--- config.mk ---
export PLATFORM = sky130hd
export DESIGN_NAME = turf_frame_reader
export DESIGN_NICKNAME = d
export VERILOG_FILES = /design/src/rtl/turf_frame_reader.sv
export SDC_FILE = /design/constraint.sdc
export NUM_CORES = 1
export LEC_CHECK = 0
export CELL_PAD_IN_SITES_DETAIL_PLACEMENT = 1
export CELL_PAD_IN_SITES_GLOBAL_PLACEMENT = 2
export CORE_MARGIN = 1.5
export CORE_UTILIZATION = 25
export CTS_BUF_LIST = sky130_fd_sc_hd__clkbuf_4
export CTS_CLUSTER_DIAMETER = 200
export DETAILED_ROUTE_END_ITERATION = 8
export PLACE_DENSITY_LB_ADDON = 0.1
export SLEW_MARGIN = 20
export SYNTH_ARGS = -nofsm -noshare
export SYNTH_HDL_FRONTEND = slang
export SYNTH_SLANG_ARGS = --single-unit
export TNS_END_PERCENT = 10
--- constraint.sdc ---
create_clock -name CLOCK_50 -period 3 [get_ports CLOCK_50]
set_clock_uncertainty 0.15 [all_clocks]
set_input_delay 0.75 -clock CLOCK_50 [delete_from_list [all_inputs] [get_ports CLOCK_50]]
set_output_delay 0.75 -clock CLOCK_50 [all_outputs]
set_load 0.03 [all_outputs]
--- src/rtl/turf_frame_reader.sv ---
// rtl/turf_frame_reader.sv - playfield RAM sweeper feeding the VGA plot interface and tallying territory
//
// Sweeps the X_MAX x Y_MAX playfield once per accepted start, reading the RAM
// through a synchronous read port (one cycle latency), replaying every pixel to
// the VGA adapter and counting cells owned by each player. Tallies are published
// when the frame completes and hold until the next completed frame or reset.
//
// Ports:
//   CLOCK_50     in   system clock, rising-edge
//   resetn       in   asynchronous active-low reset
//   start        in   frame request, honoured only in IDLE
//   rd_address   out  RAM read address {x[7:0], y[6:0]}
//   rd_q         in   RAM read data, valid one cycle after rd_address
//   x, y         out  plot coordinates
//   colour       out  plot colour (RAM word)
//   plot         out  x/y/colour valid this cycle
//   busy         out  frame in progress
//   done         out  one-cycle pulse at frame completion
//   score_p1..p4 out  cells of colour 001/010/100/110 in the last completed frame
//   dead_cells   out  cells of colour 111 in the last completed frame

module turf_frame_reader #(
    parameter int X_MAX = 160,
    parameter int Y_MAX = 120,
    parameter int CNT_W = 15
) (
    input  logic             CLOCK_50,
    input  logic             resetn,
    input  logic             start,
    output logic [14:0]      rd_address,
    input  logic [2:0]       rd_q,
    output logic [7:0]       x,
    output logic [6:0]       y,
    output logic [2:0]       colour,
    output logic             plot,
    output logic             busy,
    output logic             done,
    output logic [CNT_W-1:0] score_p1,
    output logic [CNT_W-1:0] score_p2,
    output logic [CNT_W-1:0] score_p3,
    output logic [CNT_W-1:0] score_p4,
    output logic [CNT_W-1:0] dead_cells
);

    typedef enum logic [1:0] {
        S_IDLE   = 2'd0,
        S_SCAN   = 2'd1,
        S_DRAIN  = 2'd2,
        S_FINISH = 2'd3
    } state_t;

    state_t           state_q;

    // scan counters and their next values
    logic [7:0]       sx_q;
    logic [7:0]       sx_d;
    logic [6:0]       sy_q;
    logic [6:0]       sy_d;
    logic             last_col;
    logic             last_issue;
    logic             accept;

    // address issue stage
    logic [14:0]      rd_address_q;
    logic             v0_q;

    // stage aligned with rd_q
    logic [14:0]      a1_q;
    logic             v1_q;

    // plot stage
    logic [7:0]       x_q;
    logic [6:0]       y_q;
    logic [2:0]       colour_q;
    logic             plot_q;

    logic             busy_q;
    logic             done_q;
    logic             drain_cnt_q;

    logic [CNT_W-1:0] acc_p1_q;
    logic [CNT_W-1:0] acc_p2_q;
    logic [CNT_W-1:0] acc_p3_q;
    logic [CNT_W-1:0] acc_p4_q;
    logic [CNT_W-1:0] acc_dead_q;

    logic [CNT_W-1:0] score_p1_q;
    logic [CNT_W-1:0] score_p2_q;
    logic [CNT_W-1:0] score_p3_q;
    logic [CNT_W-1:0] score_p4_q;
    logic [CNT_W-1:0] dead_cells_q;

    always_comb begin
        last_col   = (sx_q == 8'(X_MAX - 1));
        last_issue = last_col && (sy_q == 7'(Y_MAX - 1));
        sx_d       = last_col ? 8'd0 : sx_q + 8'd1;
        sy_d       = last_col ? sy_q + 7'd1 : sy_q;
        accept     = (state_q == S_IDLE) && start;
    end

    // Frame sequencing: address issue, drain timing, publication of results.
    always_ff @(posedge CLOCK_50 or negedge resetn) begin
        if (!resetn) begin
            state_q      <= S_IDLE;
            sx_q         <= '0;
            sy_q         <= '0;
            rd_address_q <= '0;
            v0_q         <= 1'b0;
            busy_q       <= 1'b0;
            done_q       <= 1'b0;
            drain_cnt_q  <= 1'b0;
            score_p1_q   <= '0;
            score_p2_q   <= '0;
            score_p3_q   <= '0;
            score_p4_q   <= '0;
            dead_cells_q <= '0;
        end else begin
            done_q <= 1'b0;
            case (state_q)
                S_IDLE: begin
                    rd_address_q <= '0;
                    v0_q         <= 1'b0;
                    if (start) begin
                        sx_q    <= '0;
                        sy_q    <= '0;
                        busy_q  <= 1'b1;
                        state_q <= S_SCAN;
                    end
                end
                S_SCAN: begin
                    rd_address_q <= {sx_q, sy_q};
                    v0_q         <= 1'b1;
                    sx_q         <= sx_d;
                    sy_q         <= sy_d;
                    if (last_issue) begin
                        drain_cnt_q <= 1'b0;
                        state_q     <= S_DRAIN;
                    end
                end
                S_DRAIN: begin
                    // Two cycles let the final address clear the RAM and plot stages.
                    rd_address_q <= '0;
                    v0_q         <= 1'b0;
                    if (drain_cnt_q) begin
                        state_q <= S_FINISH;
                    end else begin
                        drain_cnt_q <= 1'b1;
                    end
                end
                S_FINISH: begin
                    score_p1_q   <= acc_p1_q;
                    score_p2_q   <= acc_p2_q;
                    score_p3_q   <= acc_p3_q;
                    score_p4_q   <= acc_p4_q;
                    dead_cells_q <= acc_dead_q;
                    done_q       <= 1'b1;
                    busy_q       <= 1'b0;
                    state_q      <= S_IDLE;
                end
                default: begin
                    state_q <= S_IDLE;
                end
            endcase
        end
    end

    // Read pipeline and territory tally. The address stage is delayed one
    // cycle so that a1_q/v1_q line up with rd_q coming back from the RAM.
    always_ff @(posedge CLOCK_50 or negedge resetn) begin
        if (!resetn) begin
            a1_q       <= '0;
            v1_q       <= 1'b0;
            x_q        <= '0;
            y_q        <= '0;
            colour_q   <= '0;
            plot_q     <= 1'b0;
            acc_p1_q   <= '0;
            acc_p2_q   <= '0;
            acc_p3_q   <= '0;
            acc_p4_q   <= '0;
            acc_dead_q <= '0;
        end else begin
            a1_q   <= rd_address_q;
            v1_q   <= v0_q;
            plot_q <= v1_q;
            if (v1_q) begin
                x_q      <= a1_q[14:7];
                y_q      <= a1_q[6:0];
                colour_q <= rd_q;
            end
            // The pipeline is empty whenever a frame is accepted, so clearing
            // and counting never coincide.
            if (accept) begin
                acc_p1_q   <= '0;
                acc_p2_q   <= '0;
                acc_p3_q   <= '0;
                acc_p4_q   <= '0;
                acc_dead_q <= '0;
            end else if (v1_q) begin
                case (rd_q)
                    3'b001:  acc_p1_q   <= acc_p1_q + 1'b1;
                    3'b010:  acc_p2_q   <= acc_p2_q + 1'b1;
                    3'b100:  acc_p3_q   <= acc_p3_q + 1'b1;
                    3'b110:  acc_p4_q   <= acc_p4_q + 1'b1;
                    3'b111:  acc_dead_q <= acc_dead_q + 1'b1;
                    default: ;
                endcase
            end
        end
    end

    assign rd_address = rd_address_q;
    assign x          = x_q;
    assign y          = y_q;
    assign colour     = colour_q;
    assign plot       = plot_q;
    assign busy       = busy_q;
    assign done       = done_q;
    assign score_p1   = score_p1_q;
    assign score_p2   = score_p2_q;
    assign score_p3   = score_p3_q;
    assign score_p4   = score_p4_q;
    assign dead_cells = dead_cells_q;

endmodule

# After elaboration in Yosys (flattened, before gate mapping)
# Cells that the tools add are included.
# word_totals
regBits,221
latch_bits,0
ramBits,0
rom_bits,0
input_bits,6
n_memories,0
# classes
addsub,7
multipliers,0
div,0
order_cmp,0
eq_ne,14
shifts,0
n_mux,32
bitwise,0
n_reduce_logical,24
# op_table
cell,n
15-bit two-way mux,15
"15-bit by 1-bit adder with 15-bit output, second input constant",5
15-bit one-hot mux with 2 select lines,1
2-bit nonzero test,10
8-bit two-way mux,2
8-bit one-hot mux with 2 select lines,1
2-bit AND reduction,8
7-bit two-way mux,2
7-bit one-hot mux with 2 select lines,1
"3-bit equality test, second input constant",3
"8-bit by 1-bit adder with 8-bit output, second input constant",1
"8-bit equality test, second input constant",1
"2-bit inequality test, second input constant",4
2-bit one-hot mux with 4 select lines,1
"7-bit by 1-bit adder with 7-bit output, second input constant",1
"7-bit equality test, second input constant",1
2-bit two-way mux,3
1-bit one-hot mux with 2 select lines,3
3-bit AND reduction,2
"2-bit equality test, second input constant",2
"3-bit by 1-bit equality test with 1-bit output, second input constant",1
"3-bit by 2-bit equality test with 1-bit output, second input constant",1
1-bit two-way mux,3
"2-bit by 1-bit equality test with 1-bit output, second input constant",1
3 further kinds,4

# Depth between registers and ports, before layout
# Gate-level depths: netlist of run 1.
# depth
depth_word,4
mapped_depth,8

# Worst setup path before layout of run 1
# No wires, ideal clock.
# synth_path
path_type,input port to flip-flop
start,in rd_q[1]
end,reg acc_p3_q[14]
setup_time_ns,0.078
arrival_ns,2.191
t_required_ns,2.772
setup_slack_ns,0.581
stages,6
path_cell_list,buf_4 -> nand2b_1 -> or4_1 -> buf_2 -> or4_1 -> a21oi_1
# synth_via
elab_chain_len,3
# synth_lines
item,line,rtl
start: declaration,31,"input logic [2:0] rd_q,"
3-bit equality test,200,case (rd_q)
2-bit nonzero test (no line),n/a,
2-bit AND reduction (no line),n/a,
end signal: assignment,203,3'b100: acc_p3_q <= acc_p3_q + 1'b1;
end: declaration,83,logic [CNT_W-1:0] acc_p3_q;
# No other way between the ends.
# A chain may end at the register's enable or synchronous reset.

# Worst setup path in the final report of run 1
# layout_path
start,reg rd_address_q[3] (netlist: rd_address[3])
end,out rd_address[3]
# layout_rtl
item,line,rtl
start: declaration,64,logic [14:0] rd_address_q;
start signal: assignment,131,"rd_address_q <= {sx_q, sy_q};"
end: declaration,30,"output logic [14:0] rd_address,"
# No word-level cell between the ends.

==> run metrics, run 1 <==
asr flop ratio synth=1.00; total routed wirelength=~26 mm; Die Width=between 150 and 200 um; CP Max Fanout=3; Hold Crit Depth=0; Max-slew headroom=0.586; initial core utilization=0.254; count leader, synth=dfrtp_1; crit path kind=reg -> out; Antenna Nets Post-Route=0; Hold Path Sink=v1_q; worst r2r path cells=6; I/O Pins=117; R2R Setup Slk=between 0.6 and 0.7 ns; Ys Warns=0; min Tclk post-route=2.73 ns; area of the multi-input gates=~0.0038 mm^2; number of global-route vias before repair=7637; initial antenna violation count=1; pre-CTS setup slack=-0.0320 ns; proportion of layout cells with a drive suffix above 1=0.246; post-CTS sizing=0; number of synthesized register bits=~220; sequential area share after synthesis=0.580; CP delay by family, top=buffers and inverters; status=completed; detailed placement HPWL=17.6 mm; DRC=0; P_leak=about 0.0054 uW; Synth Instances=around 810; Worst R2R End=acc_p1_q[14]; CTS tree=done; max-slew violations=0; hold crit path type=reg -> reg; worst-margin pin slew=between 0.6 and 0.7 ns; VDD IR-drop max=about 0.21 mV; CTS H-tree depth=3; fill count=between 4k and 5k; via/cell ratio=about 4.6; Final GP Congestion=approximately 0.7; Final nets=a little over 1k; max cap viols=0; slowest CP cell=clkdlybuf4s50_1; FF+latch area=approximately 0.0055 mm^2; global route total overflow=0; first-pass GRT wire length=about 43 mm; Synth top cells by count=dfrtp_1 (221), mux2_2 (97), nand2_1 (66); Total Power=about 6700 uW; clk sinks=221; final setup vio count=0; GRT Total Usage=0.140; Arr. time, crit path=~1.8 ns; Primary FF master, synth=dfrtp_1; unrepaired setup endpoints after global routing=no; clock latency on the worst-skew pair=~0.70 ns; buffer count from post-CTS setup fixing=0; Site Rows=between 70 and 80; top cells by area, synth=dfrtp_1 (58%), mux2_2 (11%), nand2_1 (2.6%), xnor2_1 (2.5%), nor2_1 (2.4%); via count=7040; max incr delay on CP=about 0.73 ns; number of buffers and inverters on the critical path=1; largest area contributor in the netlist=dfrtp_1; Port Buffers=about 120; P per Cell Area=about 540 mW/mm^2; mean area per synthesized cell=11.7 um^2; largest net degree at the start of global routing=62; Wirelength per Cell=between 15 and 20 um; Synth Cell Area=between 0.009 and 0.01 mm^2; drt first pass iters=4; Final Hold Slack=about 0.23 ns; min-delay src=v0_q; Core Area=0.0376 mm^2; Worst-path clk slew=about 0.050 ns; number of synthesized flops with an enable pin=0; Critical Path, Cell by Cell=clkdlybuf4s50_1; critical path launch point=rd_address[3]; area share of the largest cell type after synthesis=0.580; Final Cycle Share=0.911; clock buffer count from CTS=68; Startpoint Class=flip-flop; CP required=roughly 2.1 ns; die footprint=0.0393 mm^2; Critical Path Sink Type=output pin; Setup WS post-layout=~0.27 ns; Clk Tree Root Cell=clkbuf_4; Synth cell types=between 50 and 60; 1st-iter DRT viols=264; Die Ht=just under 200 um; reg2reg start=state_q[0]; syn nets=between 800 and 900; Final Hold Fails=0; area growth from synthesis to layout=29.5%; max frequency=366 MHz; worst-case clock buffer depth=3
-- per-stage QoR --
step                utilization  TNS, ns  instances  cell area [um^2]
CTS                       0.329        0       1545             12400
global placement          0.307        0       1438             11500
finish                    0.329        0       1546             12400
floorplan                     -        0        814              9540
global route              0.329        0       1546             12400
detailed placement        0.307  -0.0572       1438             11500
-- sequential cells by signal, indices dropped and copies added (netlist names) --
name         cells
a1_q            15
acc_dead_q      15
acc_p1_q        15
acc_p2_q        15
acc_p3_q        15
acc_p4_q        15
dead_cells      15
rd_address      15
score_p1        15
score_p2        15
score_p3        15
score_p4        15
sx_q             8
x                8
sy_q             7
y                7
colour           3
state_q          2
busy             1
done             1
drain_cnt_q      1
plot             1
v0_q             1
v1_q             1
-- power by group --
part	switching (uW)	total (uW)	internal, uW
combinational	236	415	178
clock	1310	2940	1630
sequential	234	3360	3130
-- per-layer routing --
| metal | wire length [um] | share of wire | vias to the layer above | global-route usage |
|---|---|---|---|---|
| met2 | 11400 | 0.44 | 138 | 0.204 |
| met4 | 638 | 0.025 | 0 | 0.0622 |
| met1 | 12800 | 0.49 | 3544 | 0.192 |
| met3 | 1210 | 0.047 | 53 | 0.0387 |
| li1 | - | - | 3305 | - |
| met5 | 0 | 0 | - | 0 |
-- timing repair --
| action | 4_1_cts | 5_1_grt |
|---|---|---|
| hold buffers | 1 | 0 |
| endpoints found under the setup margin | 0 | 0 |
| hold endpoints to repair | 55 | 0 |
-- area by class of cell --
| class | instances | share of cell area |
|---|---|---|
| Antenna cell | 1 | 0.000203 |
| Clock buffer | 97 | 0.0589 |
| Clock inverter | 9 | 0.00699 |
| Inverter | 19 | 0.00577 |
| Multi-Input combinational cell | 532 | 0.306 |
| Sequential cell | 221 | 0.448 |
| Tap cell | 511 | 0.0518 |
| Timing Repair Buffer | 156 | 0.123 |
-- cells in the final DEF, fill, tap and decap left out, types with 4 or more instances in the layout --
cell and count:
a21oi_1 30, a31o_2 4, a31oi_1 4, a41o_1 4
and2_1 5, and3_1 5, and4_1 6, buf_12 4
buf_4 35, clkbuf_4 97, clkdlybuf4s50_1 115, clkinv_1 4
dfrtp_1 221, ha_1 11, inv_1 19, mux2_2 97
mux2i_1 9, nand2_1 66, nand2b_1 6, nand3_1 28
nand4_1 18, nor2_1 61, nor3_1 15, nor4_1 11
o21ai_0 34, o31ai_1 13, or3_1 18, or4_1 9
xnor2_1 27, xor2_1 13
-- cell families (layout without fill, tap and decap cells) --
group           count (synthesis)  in the layout  share of synthesized area
compound gates                108            108                     0.0717
xor+xnor                       40             40                     0.0367
fa+ha+maj                      12             12                     0.0157
buf+inv                        61            281                     0.0258
flops                         221            221                      0.580
mux                           106            106                      0.124
other cells                     0              1                          0
simple gates                  266            266                      0.146
-- how the worst max path moves through the flow --
stage	end	slack (ns)	depth (start not counted)
global placement	acc_p1_q[14]	0.01	5
global route	rd_address[6]	0.14	1
CTS	rd_address[3]	0.15	1
finish	rd_address[3]	0.27	1
floorplan	acc_p3_q[14]	0.58	6
detailed placement	acc_dead_q[13]	-0.03	6
Note: power is estimated with default switching activity, not from simulation.
==> run 2: changes to the inputs <==
--- a/config.mk
+++ b/config.mk
@@ -5,6 +5,7 @@
 export SDC_FILE = /design/constraint.sdc
 export NUM_CORES = 1
 export LEC_CHECK = 0
+export ABC_AREA = 1
 export CELL_PAD_IN_SITES_DETAIL_PLACEMENT = 1
 export CELL_PAD_IN_SITES_GLOBAL_PLACEMENT = 2
 export CORE_MARGIN = 1.5
==> run 2 against run 1 <==
  * Cell count rose by 23%
  * Area after synthesis rose by 2.3%
  * Register-to-register slack improved by 0.15 ns
  * Critical path type unchanged
  * Largest cell class unchanged
  * Largest power group unchanged
==> run metrics, run 2 <==
1st-iter DRT viols=roughly 300; Post-Layout Inst Area=0.0124 mm^2; Post-DP Area=roughly 0.012 mm^2; Final Cycle Share=0.916; min-delay src=rd_address[0]; clock buffer count from CTS=68; pre-CTS setup slack=~0.42 ns; clk sinks=221; Port Buffers=about 120; area share of the largest cell type after synthesis=0.567; commonest non-fill, non-tap cell in the layout=nand2_1; P per Cell Area=between 700 and 800 mW/mm^2; Die Ht=about 200 um; largest net degree at the start of global routing=63; DP Cell Count=~1.8k; Hold Path Sink=a1_q[0]; initial core utilization=0.253; max cap viols=0; drt first pass iters=4; commonest cells after routing, fill and taps aside=nand2_1 (392), dfrtp_1 (221), nor2_1 (124), clkdlybuf4s50_1 (115), inv_1 (106); area growth from synthesis to layout=27.3%; Core Area=approximately 0.039 mm^2; sequential area share after synthesis=0.567; crit path kind=reg -> out; CP required=around 2.1 ns; max incr delay on CP=between 0.7 and 0.8 ns; max frequency=between 300 and 400 MHz; buffer count from post-CTS setup fixing=0; R2R Setup Slk=around 0.8 ns; max-slew violations=0; min Tclk post-route=roughly 2.7 ns; VDD IR-drop max=approximately 0.44 mV; Max-slew headroom=0.636; Wirelength per Cell=about 16 um; DRC=0; Setup TNS Final=0 ns; top cells by area, synth=dfrtp_1 (57%), nand2_1 (15%), o21ai_0 (4.8%), nor2_1 (4.8%), inv_1 (4.1%); Antenna Nets Post-Route=0; largest area contributor in the netlist=dfrtp_1; worst-margin pin slew=between 0.5 and 0.6 ns; Critical Path, Cell by Cell=clkdlybuf4s50_1; number of buffers and inverters on the critical path=1; Critical Path Sink Type=output pin; Die Width=between 200 and 250 um; Worst R2R End=sy_q[4]; Site Rows=between 70 and 80; Final GP Congestion=~0.76; via count=about 8.3k; CTS H-tree depth=3; via/cell ratio=4.34; CP delay by family, top=buffers and inverters; clock latency on the worst-skew pair=between 0.7 and 0.8 ns; fin cells=between 1.5k and 2k; hold crit path type=reg -> reg; Synth top cells by count=nand2_1 (392), dfrtp_1 (221), nor2_1 (124); Arr. time, crit path=between 1.5 and 2 ns; status=completed; Ys Warns=0; fill count=4677; die footprint=about 0.040 mm^2; first-pass GRT wire length=48.9 mm; initial antenna violation count=1; Synth Cell Area=0.00976 mm^2; asr flop ratio synth=1.00; Setup WS post-layout=about 0.25 ns; Hold Crit Depth=0; syn nets=~1.2k; slowest CP cell=clkdlybuf4s50_1; unrepaired setup endpoints after global routing=no; Startpoint Class=flip-flop; GRT Total Usage=0.153; global route total overflow=0; number of global-route vias before repair=8790; count leader, synth=nand2_1; Clk Tree Root Cell=clkbuf_4; P_leak=about 0.0059 uW; Synth Instances=~1.2k; proportion of layout cells with a drive suffix above 1=0.0983; I/O Pins=around 120; CTS tree=done; worst r2r path cells=8; reg2reg start=state_q[0]; Final Hold Fails=0; final setup vio count=0; worst-case clock buffer depth=3; Primary FF master, synth=dfrtp_1; CP Max Fanout=2; Worst-path clk slew=0.06 ns; number of synthesized flops with an enable pin=0; mean area per synthesized cell=between 8 and 9 um^2; detailed placement HPWL=approximately 21 mm; Synth cell types=32; number of synthesized register bits=221; total routed wirelength=29.5 mm; Final nets=1358
## run 2: changes by cell type in the layout (fill, tap and decap cells not counted), sizes merged, moves of 18 or more
cell	delta
buf	-21
nand3	+32
mux2	-97
nor2	+68
xnor2	-27
o21ai	+67
or3	-18
nand2	+332
inv	+91
## run 2: power breakdown
group | internal [uW] | switching [uW] | leakage, uW | total, uW
clock | 1600 | 1380 | 0.000493 | 2990
sequential | 3310 | 302 | 0.00304 | 3610
combinational | 703 | 1680 | 0.00236 | 2380
total | 5610 | 3360 | 0.00589 | 8980
## run 2: how the worst max path moves through the flow
stage / from / endpoint / depth (start not counted)
after floorplan: state_q[0] / sy_q[5] / 9
after global placement: rd_q[0] / acc_p2_q[12] / 9
after detailed placement: start / acc_p1_q[10] / 8
after CTS: rd_address[14] / rd_address[14] / 1
after global routing: rd_address[7] / rd_address[7] / 1
final: colour[1] / colour[1] / 1
## run 2: metal layers
metal / GRT usage / part of all wire
met5: 0 / 0
met4: 0.0612 / 0.024
met3: 0.0369 / 0.042
met2: 0.231 / 0.44
met1: 0.210 / 0.50
## run 2: layout make-up
type	count	area (um^2)	share of cell area
sequential	221	5530	0.445
multi-input combinational	803	3640	0.293
timing repair buffer	135	1350	0.109
clock buffer	94	706	0.0568
tap	518	648	0.0522
inverter	111	419	0.0337
clock inverter	19	124	0.00997
antenna	1	2.50	0.000201
## run 2: repair_timing
action	4_1_cts	5_1_grt
resized for setup	0	0
endpoints found under the hold margin	56	0
hold buffers	1	0
## run 2: logic make-up (layout without fill, tap and decap cells)
| kind of cell | after synthesis | after routing | synth area share |
|---|---|---|---|
| and+or+nand+nor | 635 | 635 | 0.272 |
| xor gates and xnor gates | 3 | 3 | 0.00269 |
| DFF | 221 | 221 | 0.567 |
| adders and majority gates | 12 | 12 | 0.0154 |
| other | 0 | 1 | 0 |
| AOI/OAI and AO/OA | 153 | 153 | 0.0834 |
| buffers and inverters | 146 | 359 | 0.0599 |
## run 2: per-stage QoR
step / power [uW] / hold WS [ns] / util
floorplan: 5050 / 0.204 / -
global placement: 6120 / 0.235 / 0.300
detailed placement: 6130 / 0.244 / 0.300
CTS: 9260 / 0.259 / 0.322
global route: 9650 / 0.277 / 0.322
finish: 8980 / 0.259 / 0.322
==> run 3: changes to the inputs <==
--- a/config.mk
+++ b/config.mk
@@ -14,6 +14,7 @@
 export CTS_CLUSTER_DIAMETER = 200
 export DETAILED_ROUTE_END_ITERATION = 8
 export PLACE_DENSITY_LB_ADDON = 0.1
+export REMOVE_ABC_BUFFERS = 1
 export SLEW_MARGIN = 20
 export SYNTH_ARGS = -nofsm -noshare
 export SYNTH_HDL_FRONTEND = slang
==> run 3 against run 2 <==
  * Combinational power grew 2%
  * Setup slack gained 0.028 ns
  * Wire length shrank 1.4%
  * Sequential share of layout area is essentially flat
  * Global-route usage shrank 0.27 points
  * Sequential power is essentially flat
  * Clock power shrank 5%
  * Worst hold slack lost 0.022 ns
  * Die area is the same
  * First-iteration DRC count shrank 1.9%
  * Power shrank 1.2%
==> run metrics, run 3 (synthesis results as in run 2) <==
clock buffer count from CTS=between 60 and 70; clk sinks=~220; Final nets=about 1.4k; crit path kind=reg -> out; CTS H-tree depth=3; Worst-path clk slew=~0.060 ns; Die Width=between 200 and 250 um; status=completed; Critical Path Sink Type=output pin; Max-slew headroom=0.623; CP required=roughly 2.1 ns; P per Cell Area=between 700 and 800 mW/mm^2; max incr delay on CP=roughly 0.74 ns; P_leak=0.00590 uW; via/cell ratio=~4.4; proportion of layout cells with a drive suffix above 1=0.103; min Tclk post-route=2.72 ns; GRT Total Usage=0.150; hold crit path type=reg -> reg; CP delay by family, top=buffers and inverters; I/O Pins=~120; unrepaired setup endpoints after global routing=no; Clk Tree Root Cell=clkbuf_4; number of global-route vias before repair=approximately 9.1k; initial core utilization=0.253; VDD IR-drop max=around 0.31 mV; area growth from synthesis to layout=27.3%; Post-DP Area=~0.012 mm^2; DRC=0; Core Area=~0.039 mm^2; Final Cycle Share=0.907; first-pass GRT wire length=48.4 mm; worst-case clock buffer depth=3; Startpoint Class=flip-flop; Final GP Congestion=0.758; Final Hold Slack=approximately 0.24 ns; Critical Path, Cell by Cell=clkdlybuf4s50_1; largest net degree at the start of global routing=53; die footprint=about 0.04 mm^2; drt first pass iters=4; Arr. time, crit path=roughly 1.8 ns; max frequency=about 370 MHz; post-layout util=0.322; Total Power=8860 uW; post-CTS sizing=0; Port Buffers=116; total routed wirelength=29.1 mm; commonest non-fill, non-tap cell in the layout=nand2_1; CTS tree=done; worst-margin pin slew=0.566 ns; clock latency on the worst-skew pair=roughly 0.71 ns; initial antenna violation count=4; number of buffers and inverters on the critical path=1; max-slew violations=0; CP Max Fanout=2; Post-Layout Inst Area=~0.012 mm^2; Site Rows=~70; final setup vio count=0; detailed placement HPWL=20.0 mm; slowest CP cell=clkdlybuf4s50_1; Antenna Nets Post-Route=0; global route total overflow=0; 1st-iter DRT viols=just over 300; Final Hold Fails=0; max cap viols=0; Die Ht=201 um; via count=8330; Wirelength per Cell=around 15 um; commonest cells after routing, fill and taps aside=nand2_1 (392), dfrtp_1 (221), nor2_1 (124), clkdlybuf4s50_1 (115), inv_1 (106)
-- run 3: metrics by stage --
stage | instances | setup slack [ns] | TNS, ns
5_1_grt | 1896 | 0.168 | 0
6_report | 1896 | 0.279 | 0
3_3_place_gp | 1788 | 0.515 | 0
3_5_place_dp | 1788 | 0.443 | 0
4_1_cts | 1895 | 0.150 | 0
2_1_floorplan | 1135 | -0.163 | -5.23
-- run 3: final cells by class --
cell class | count | area [um^2]
clock buffer | 102 | 766
timing repair buffer | 136 | 1390
fill | 4708 | 26100
tap | 518 | 648
antenna | 1 | 2.50
multi-input combinational | 803 | 3640
clock inverter | 4 | 16.3
sequential | 221 | 5530
inverter | 111 | 419
-- run 3: path summary, 6_finish.rpt --
check	depth (start not counted)	start	slack (ns)	to
min in group asynchronous	2	resetn	0.41	acc_p4_q[11]
max reg2reg	9	state_q[0]	0.71	acc_p2_q[12]
min reg2reg	0	v0_q	0.24	v1_q
min	0	v0_q	0.24	v1_q
max	1	busy	0.28	busy
max in group asynchronous	3	resetn	1.60	score_p2[5]
-- run 3: metal layers --
metal / part of all wire / vias up / GRT usage
met2: 0.45 / 130 / 0.234
li1: - / 4123 / -
met3: 0.045 / 62 / 0.0433
met1: 0.48 / 4009 / 0.197
met5: 0.0012 / - / 0
met4: 0.025 / 6 / 0.0575
-- run 3: power by group --
group | internal (uW) | switching, uW
sequential | 3310 | 285
combinational | 741 | 1690
clock | 1520 | 1320
-- run 3: timing repair --
action | in CTS | in global routing
hold buffers | 1 | 0
endpoints found under the hold margin | 40 | 0
buffers inserted | 0 | 0
